### src/rtl/prach_tdm_sched_if.sv
// Control, configuration and slot-stream signals of the PRACH TDM scheduler.
// The master drives the controls; the slave is the scheduler.
interface prach_tdm_sched_if #(
  parameter int NUM_CH = 8,
  parameter int CNT_W  = 16
);
  logic              start;
  logic              stop;
  logic              sample_tick;
  logic              cfg_we;
  logic [NUM_CH-1:0] cfg_mask;
  logic              ovf_clr;
  logic [7:0]        dout_chn;
  logic              dout_dv;
  logic              dout_sync;
  logic              busy;
  logic              cfg_pend;
  logic              overrun;
  logic [CNT_W-1:0]  frame_cnt;

  modport master (
    output start, stop, sample_tick, cfg_we, cfg_mask, ovf_clr,
    input  dout_chn, dout_dv, dout_sync, busy, cfg_pend, overrun, frame_cnt
  );

  modport slave (
    input  start, stop, sample_tick, cfg_we, cfg_mask, ovf_clr,
    output dout_chn, dout_dv, dout_sync, busy, cfg_pend, overrun, frame_cnt
  );
endinterface

### src/rtl/prach_tdm_sched.sv
// PRACH TDM slot scheduler: each accepted sample_tick emits one frame of
// NUM_CH consecutive channel slots, gated by a double-buffered channel mask.
module prach_tdm_sched #(
  parameter int NUM_CH = 8,
  parameter int CNT_W  = 16
) (
  input logic              clk,
  input logic              rst_n,
  prach_tdm_sched_if.slave bus
);
  localparam int         IDX_W = $clog2(NUM_CH);
  localparam logic [7:0] LAST  = 8'(NUM_CH - 1);

  typedef enum logic [1:0] {IDLE, ARMED, SLOT} state_t;

  state_t            state;
  logic [7:0]        chn;
  logic              dv;
  logic              sync;
  logic              busy_q;
  logic              cfg_pend_q;
  logic              overrun_q;
  logic              stop_pend;
  logic              first_frame;
  logic [NUM_CH-1:0] active_mask;
  logic [NUM_CH-1:0] shadow_mask;
  logic [CNT_W-1:0]  frame_cnt_q;

  logic              last_slot;
  logic              stop_eff;
  logic              accept;
  logic              drop;
  logic [NUM_CH-1:0] next_mask;
  logic [7:0]        chn_inc;

  // A stop seen in the same cycle as the last slot counts as pending.
  assign last_slot = (state == SLOT) && (chn == LAST);
  assign stop_eff  = stop_pend | bus.stop;
  assign accept    = bus.sample_tick &&
                     (((state == ARMED) && !bus.stop) || (last_slot && !stop_eff));
  assign drop      = bus.sample_tick && (state == SLOT) && !accept;
  assign next_mask = bus.cfg_we ? bus.cfg_mask : shadow_mask;
  assign chn_inc   = chn + 8'd1;

  always_ff @(posedge clk) begin
    if (!rst_n) begin
      state       <= IDLE;
      chn         <= '0;
      dv          <= 1'b0;
      sync        <= 1'b0;
      busy_q      <= 1'b0;
      cfg_pend_q  <= 1'b0;
      overrun_q   <= 1'b0;
      stop_pend   <= 1'b0;
      first_frame <= 1'b0;
      active_mask <= '1;
      shadow_mask <= '1;
      frame_cnt_q <= '0;
    end else begin
      if (bus.cfg_we)
        shadow_mask <= bus.cfg_mask;

      if (accept) begin
        active_mask <= next_mask;
        cfg_pend_q  <= 1'b0;
        frame_cnt_q <= frame_cnt_q + CNT_W'(1);
      end else if (bus.cfg_we) begin
        cfg_pend_q  <= 1'b1;
      end

      if (drop)
        overrun_q <= 1'b1;
      else if (bus.ovf_clr)
        overrun_q <= 1'b0;

      // Sync marks frames whose mask differs from the previous frame's context.
      if (accept) begin
        state       <= SLOT;
        chn         <= '0;
        dv          <= next_mask[0];
        sync        <= first_frame | cfg_pend_q | bus.cfg_we;
        busy_q      <= 1'b1;
        first_frame <= 1'b0;
      end else begin
        case (state)
          IDLE: begin
            stop_pend <= 1'b0;
            if (bus.start && !bus.stop) begin
              state       <= ARMED;
              busy_q      <= 1'b1;
              first_frame <= 1'b1;
            end
          end
          ARMED: begin
            if (bus.stop) begin
              state  <= IDLE;
              busy_q <= 1'b0;
            end
          end
          SLOT: begin
            if (last_slot) begin
              chn       <= '0;
              dv        <= 1'b0;
              sync      <= 1'b0;
              stop_pend <= 1'b0;
              if (stop_eff) begin
                state  <= IDLE;
                busy_q <= 1'b0;
              end else begin
                state  <= ARMED;
              end
            end else begin
              chn  <= chn_inc;
              dv   <= active_mask[chn_inc[IDX_W-1:0]];
              sync <= 1'b0;
              if (bus.stop)
                stop_pend <= 1'b1;
            end
          end
          default: begin
            state  <= IDLE;
            busy_q <= 1'b0;
          end
        endcase
      end
    end
  end

  assign bus.dout_chn  = chn;
  assign bus.dout_dv   = dv;
  assign bus.dout_sync = sync;
  assign bus.busy      = busy_q;
  assign bus.cfg_pend  = cfg_pend_q;
  assign bus.overrun   = overrun_q;
  assign bus.frame_cnt = frame_cnt_q;
endmodule

### src/flat_wrapper.sv
// flat-port wrapper written by rule: the top's interface ports become plain ports
module prach_tdm_sched_flat 
#(
  parameter int NUM_CH = 8,
  parameter int CNT_W  = 16
)
  (clk, rst_n, bus_start, bus_stop, bus_sample_tick, bus_cfg_we, bus_cfg_mask, bus_ovf_clr, bus_dout_chn, bus_dout_dv, bus_dout_sync, bus_busy, bus_cfg_pend, bus_overrun, bus_frame_cnt);
  prach_tdm_sched_if #(.NUM_CH(NUM_CH), .CNT_W(CNT_W)) bus_i ();
  input logic clk;
  input logic rst_n;
  input wire logic [$bits(bus_i.start)-1:0] bus_start;
  input wire logic [$bits(bus_i.stop)-1:0] bus_stop;
  input wire logic [$bits(bus_i.sample_tick)-1:0] bus_sample_tick;
  input wire logic [$bits(bus_i.cfg_we)-1:0] bus_cfg_we;
  input wire logic [$bits(bus_i.cfg_mask)-1:0] bus_cfg_mask;
  input wire logic [$bits(bus_i.ovf_clr)-1:0] bus_ovf_clr;
  output wire logic [$bits(bus_i.dout_chn)-1:0] bus_dout_chn;
  output wire logic [$bits(bus_i.dout_dv)-1:0] bus_dout_dv;
  output wire logic [$bits(bus_i.dout_sync)-1:0] bus_dout_sync;
  output wire logic [$bits(bus_i.busy)-1:0] bus_busy;
  output wire logic [$bits(bus_i.cfg_pend)-1:0] bus_cfg_pend;
  output wire logic [$bits(bus_i.overrun)-1:0] bus_overrun;
  output wire logic [$bits(bus_i.frame_cnt)-1:0] bus_frame_cnt;
  assign bus_i.start = bus_start;
  assign bus_i.stop = bus_stop;
  assign bus_i.sample_tick = bus_sample_tick;
  assign bus_i.cfg_we = bus_cfg_we;
  assign bus_i.cfg_mask = bus_cfg_mask;
  assign bus_i.ovf_clr = bus_ovf_clr;
  assign bus_dout_chn = bus_i.dout_chn;
  assign bus_dout_dv = bus_i.dout_dv;
  assign bus_dout_sync = bus_i.dout_sync;
  assign bus_busy = bus_i.busy;
  assign bus_cfg_pend = bus_i.cfg_pend;
  assign bus_overrun = bus_i.overrun;
  assign bus_frame_cnt = bus_i.frame_cnt;
  prach_tdm_sched #(.NUM_CH(NUM_CH), .CNT_W(CNT_W)) u_core (.clk(clk), .rst_n(rst_n), .bus(bus_i));
endmodule
### config.mk
export PLATFORM = sky130hd
export DESIGN_NAME = prach_tdm_sched_flat
export DESIGN_NICKNAME = d
export VERILOG_FILES = /design/src/rtl/prach_tdm_sched_if.sv /design/src/rtl/prach_tdm_sched.sv /design/src/flat_wrapper.sv
export SDC_FILE = /design/constraint.sdc
export NUM_CORES = 1
export LEC_CHECK = 0
export CORE_ASPECT_RATIO = 0.5
export CORE_UTILIZATION = 50
export DETAILED_ROUTE_END_ITERATION = 6
export PLACE_DENSITY = 0.84
export SLEW_MARGIN = 20
export SYNTH_ARGS = -nofsm -noshare
export SYNTH_HDL_FRONTEND = slang
export SYNTH_SLANG_ARGS = --single-unit
### constraint.sdc
create_clock -name clk -period 2.9 [get_ports clk]
set_input_delay 0.29 -clock clk [delete_from_list [all_inputs] [get_ports clk]]
set_output_delay 0.29 -clock clk [all_outputs]
set_load 0.02 [all_outputs]
* Word level (Yosys, flattened, before mapping)
Cells that the tools add are included.
Widths: inputs -> output; s select.
** Storage, ports and cells
- Flip-flop bits (word level) :: 49
- Input port bits :: 15
- Output and inout port bits :: 29
- Logic and storage cells :: 79
** Operators by class
- $add $sub $neg :: 2
- Magnitude comparators :: 1
- Equal/unequal tests :: 11
- Mux-type cells :: 26
- Bitwise logic cells :: 5
- Reductions and logical operators :: 21
** Operator list (number)
- $add 16x1->16 const B :: 1
- $mux 1 :: 16
- $mux 8 :: 2
- $ne 3x1->1 const B :: 3
- $reduce_and 3->1 :: 3
- $add 8x1->8 const B :: 1
- $eq 8x3->1 const B :: 1
- $mux 2 :: 4
- $logic_and 1x1->1 :: 7
- $ne 3x2->1 const B :: 2
- $pmux 2 s3 :: 1
- $reduce_bool 2->1 :: 3
- $lt 3x4->1 const B :: 1
- $ne 2x1->1 const B :: 2
- $reduce_and 4->1 :: 1
- $bmux 1 s3 :: 1
- $logic_not 1->1 :: 3
- $or 1x1->1 :: 3
- $pmux 1 s3 :: 1
- $eq 2x1->1 const B :: 1
- $eq 2x2->1 const B :: 1
- $logic_not 2->1 :: 1
- $ne 2x2->1 const B :: 1
- $not 1->1 :: 2
- other kinds (4) :: 4

* Longest topological paths before layout
- Depth in word-level cells :: 8
- Mapped depth :: 7
- Mapped depth without buffers :: 5

* Worst setup path after synthesis
Ideal clock, no wire load.
- Path kind :: register -> register
- From :: register u_core.chn[0], in the netlist u_core.bus.dout_chn[0]
- To :: register u_core.frame_cnt_q[14], in the netlist u_core.bus.frame_cnt[14]
- Arrival time :: 2369 ps
- Required time :: 2768 ps
- Setup slack :: 399 ps
- Stages on the path, launching flop included :: 8
- Clock period less this slack :: 2501 ps
- Cells stage by stage :: dfxtp_1 -> ha_1 -> or4b_4 -> o41a_1 -> buf_2 -> clkbuf_1 -> o21ai_0 -> a21oi_1
** Between the ends
- Longest elaborated chain between the ends :: 5
** Ends and longest elaborated chain
- from (decl) :: RTL line prach_tdm_sched.sv:17 : logic [7:0] chn;
- from (signal assigned) :: RTL line prach_tdm_sched.sv:113 : chn <= chn_inc;
- $eq 8x3->1 :: RTL line prach_tdm_sched.sv:37 : assign last_slot = (state == SLOT) && (chn == LAST);
- $logic_and 1x1->1 :: RTL line prach_tdm_sched.sv:37
- $logic_and 1x1->1 :: RTL line prach_tdm_sched.sv:40 : (((state == ARMED) && !bus.stop) || (last_slot && !stop_eff));
- $logic_or 1x1->1 :: RTL line prach_tdm_sched.sv:40
- $logic_and 1x1->1 :: RTL line prach_tdm_sched.sv:39 : assign accept = bus.sample_tick &&
- to (signal assigned) :: RTL line prach_tdm_sched.sv:66 : frame_cnt_q <= frame_cnt_q + CNT_W'(1);
- to (decl) :: RTL line prach_tdm_sched.sv:27 : logic [CNT_W-1:0] frame_cnt_q;
No other way between the ends.
A chain may end at the register's enable or synchronous reset.

* Worst setup path after layout
- From :: register u_core.chn[1], in the netlist u_core.bus.dout_chn[1]
- To :: register u_core.frame_cnt_q[7], in the netlist u_core.bus.frame_cnt[7]
Same word-level chain as after synthesis.

==> qor.yml <==
status:
  status: "finished clean"
worst_setup_path:
  r2r_start: "u_core.bus.dout_chn[1]"
  cp_max_fo: 25
  r2r_end: "u_core.bus.frame_cnt[7]"
  r2r.worst_path.cells: 6
  r2r_slack_ps: 150
  worstPathRequired_ps: 3130
  start_kind: "flip-flop"
  arrival_ps: 2980
  path_class: "flip-flop to flip-flop"
  critPathCaptureType: "flip-flop"
min_path:
  hold_end: "u_core.shadow_mask[0]"
  hold_class: "flip-flop to flip-flop"
  min_from: "u_core.shadow_mask[0]"
  hold-path-cell-count: 2
placement:
  port_buffers: 43
  dp_slack_ps: 220
  gp_congestion: 0.828
  dp_hpwl_um: 3270
global_route:
  grt_pass1_vias: 1638
  grt_usage: 0.209
  grt_pass1_wl_um: 7160
  grt_max_degree: 26
  globalRouteOverflowTotal: 0
  antenna_found_initial: 0
timing:
  setup_tns_ps: 0
  hold_ws_ps: 470
  slew_headroom: 0.480
  worst_slew_pin_slew_ps: 779
  fin_crit_sh: 0.949
  finalHoldViolations: 0
  period_minus_slack_ps: 2750
  rsz0062_at_grt: "false"
  finalSetupViolCount: 0
  slew_violations: 0
  skew_ps: 8.31
  max_freq_mhz: 363
  worst_slack_ps: 147
yosys:
  yosys-top-cells-area: "dfxtp_1 46%, a21oi_1 4.9%, mux2i_1 4.7%, or3_1 3.2%, nand2_1 3.2%"
  synth_most_common_cell: "dfxtp_1"
  synth_top_area_frac: 0.458
  ys_ff_latch: 49
  synth.distinct_cells: 44
  synth_top_flop_cell: "dfxtp_1"
  synth_common_cells: "49 x dfxtp_1, 21 x a21oi_1, 18 x nand2_1"
  ys_seq_area_frac: 0.458
  synth-edff-count: 0
  syn_area_um2: 2140
  yosys.area.top_type: "dfxtp_1"
  async_reset_ff_frac: 0
  synth_warnings: 0
  syn_inst: 234
  syn_area_per_cell_um2: 9.15
  synth_fp_nets: 251
clock_network:
  h-tree-depth: 2
  post-cts-setup-buffers: 0
  clkSinkCount: 49
  cts_made_buffers: 5
  tritoncts: "yes"
  cts_hold_buf: 0
  cts_buffer_depth: 2
  cts_root_buffer: "clkbuf_8"
  cts-resized-gates: 0
  clk_pin_slew_ps: 90
  insertion_delay_ps: 300
die:
  die_w_um: 94.6
  core-area_um2: 4000
  dieArea_um2: 4570
  start_util: 0.535
  ios: 44
  die_h_um: 48.3
  fp-row-count: 16
power_and_ir_drop:
  ir_drop_uv: 306
  finalPower_mw: 1.31
  p_leak_nw: 0.945
  power_density_nw_per_um2: 474
drt:
  route.detailed.drc: 0
  viasPerCell: 5.79
  finalWirelength_um: 4650
  drtAntennaViolNets: 0
  wl_per_cell_um: 14.0
  drt_iter0_drc: 156
  vias: 1927
  drt_pass1_iterations: 4
final_layout:
  seqCellArea_um2: 981
  multi_input_area_um2: 1090
  utilization: 0.689
  drive_gt1_frac: 0.0681
  area_delta_synth_final_pct: 28.7
  fill_cells: 313
  final_nets: 295
  n_antenna_cell: 0
flow_run:
  drv_cap: 0
## metal layers
metal,vias up,wire length (µm),track usage,share of wire
met5,-,0,0,0
met2,50,2230,0.377,0.48
met1,908,2180,0.251,0.47
li1,963,-,-,-
met3,6,201,0.0530,0.043
met4,0,40,0.0848,0.0086
## final cells by class
cell class              count  share of cell area
multi-input cells         167               0.396
inverters                   6             0.00817
repair buffers             49               0.172
flip-flops and latches     49               0.356
clock inverters             2              0.0136
well taps                  54              0.0245
clock buffers               6              0.0299
## worst max-delay path by stage
stage | cells after the start | end | from
global route | 5 | u_core.bus.frame_cnt[9] | u_core.bus.dout_chn[1]
global placement | 6 | u_core.bus.frame_cnt[14] | u_core.bus.dout_chn[1]
floorplan | 7 | u_core.bus.frame_cnt[14] | u_core.bus.dout_chn[0]
detailed placement | 6 | u_core.bus.frame_cnt[7] | u_core.bus.dout_chn[1]
CTS | 6 | u_core.bus.frame_cnt[7] | u_core.bus.dout_chn[1]
finish | 6 | u_core.bus.frame_cnt[7] | u_core.bus.dout_chn[1]
## critical path, cell delays in order (launching register included)
cell,delay (ps)
dfxtp_1,420
ha_1,260
or4b_4,510
o41a_1,730
buf_4,270
or3_1,350
a21oi_1,150
## cells by family after synthesis
kind of cell | count (synthesis) | share of synthesized area
AND/OR/NAND/NOR | 89 | 0.228
AO/OA/AOI/OAI | 58 | 0.178
flip-flops | 49 | 0.458
buffers and inverters | 18 | 0.0327
multiplexers | 12 | 0.0678
XOR/XNOR | 6 | 0.0245
adder cells (fa/ha/maj) | 2 | 0.0117
## through the flow
step                      cells  cell area, µm²
after floorplan             234            2140
after global placement      325            2640
after detailed placement    325            2640
after CTS                   333            2760
after global routing        333            2760
final                       333            2760
## placed cells by master, fill, tap and decap left out, drive strengths merged, types with 3 or more instances in the layout
| cell | instances |
|---|---|
| a211oi | 4 |
| a21oi | 21 |
| a22o | 7 |
| and4 | 3 |
| buf | 6 |
| clkbuf | 6 |
| clkdlybuf4s50 | 43 |
| dfxtp | 49 |
| inv | 6 |
| mux2i | 10 |
| nand2 | 18 |
| nand2b | 3 |
| nand3 | 11 |
| nand4 | 5 |
| nor2 | 17 |
| nor3 | 3 |
| o21ai | 12 |
| o31ai | 5 |
| or3 | 11 |
| or4 | 5 |
| xnor2 | 4 |
## flip-flops by register name (all words and copies together) (netlist names), 2 cells and up
signal,count
u_core.state,2
u_core.shadow_mask,8
u_core.bus.dout_chn,8
u_core.bus.frame_cnt,16
u_core.active_mask,8
## power by group
part,internal (mW),switching (mW)
sequential,0.690,0.0110
clock,0.280,0.227
combinational,0.0514,0.0485
total,1.02,0.286
(Power assumes the default switching activity.)
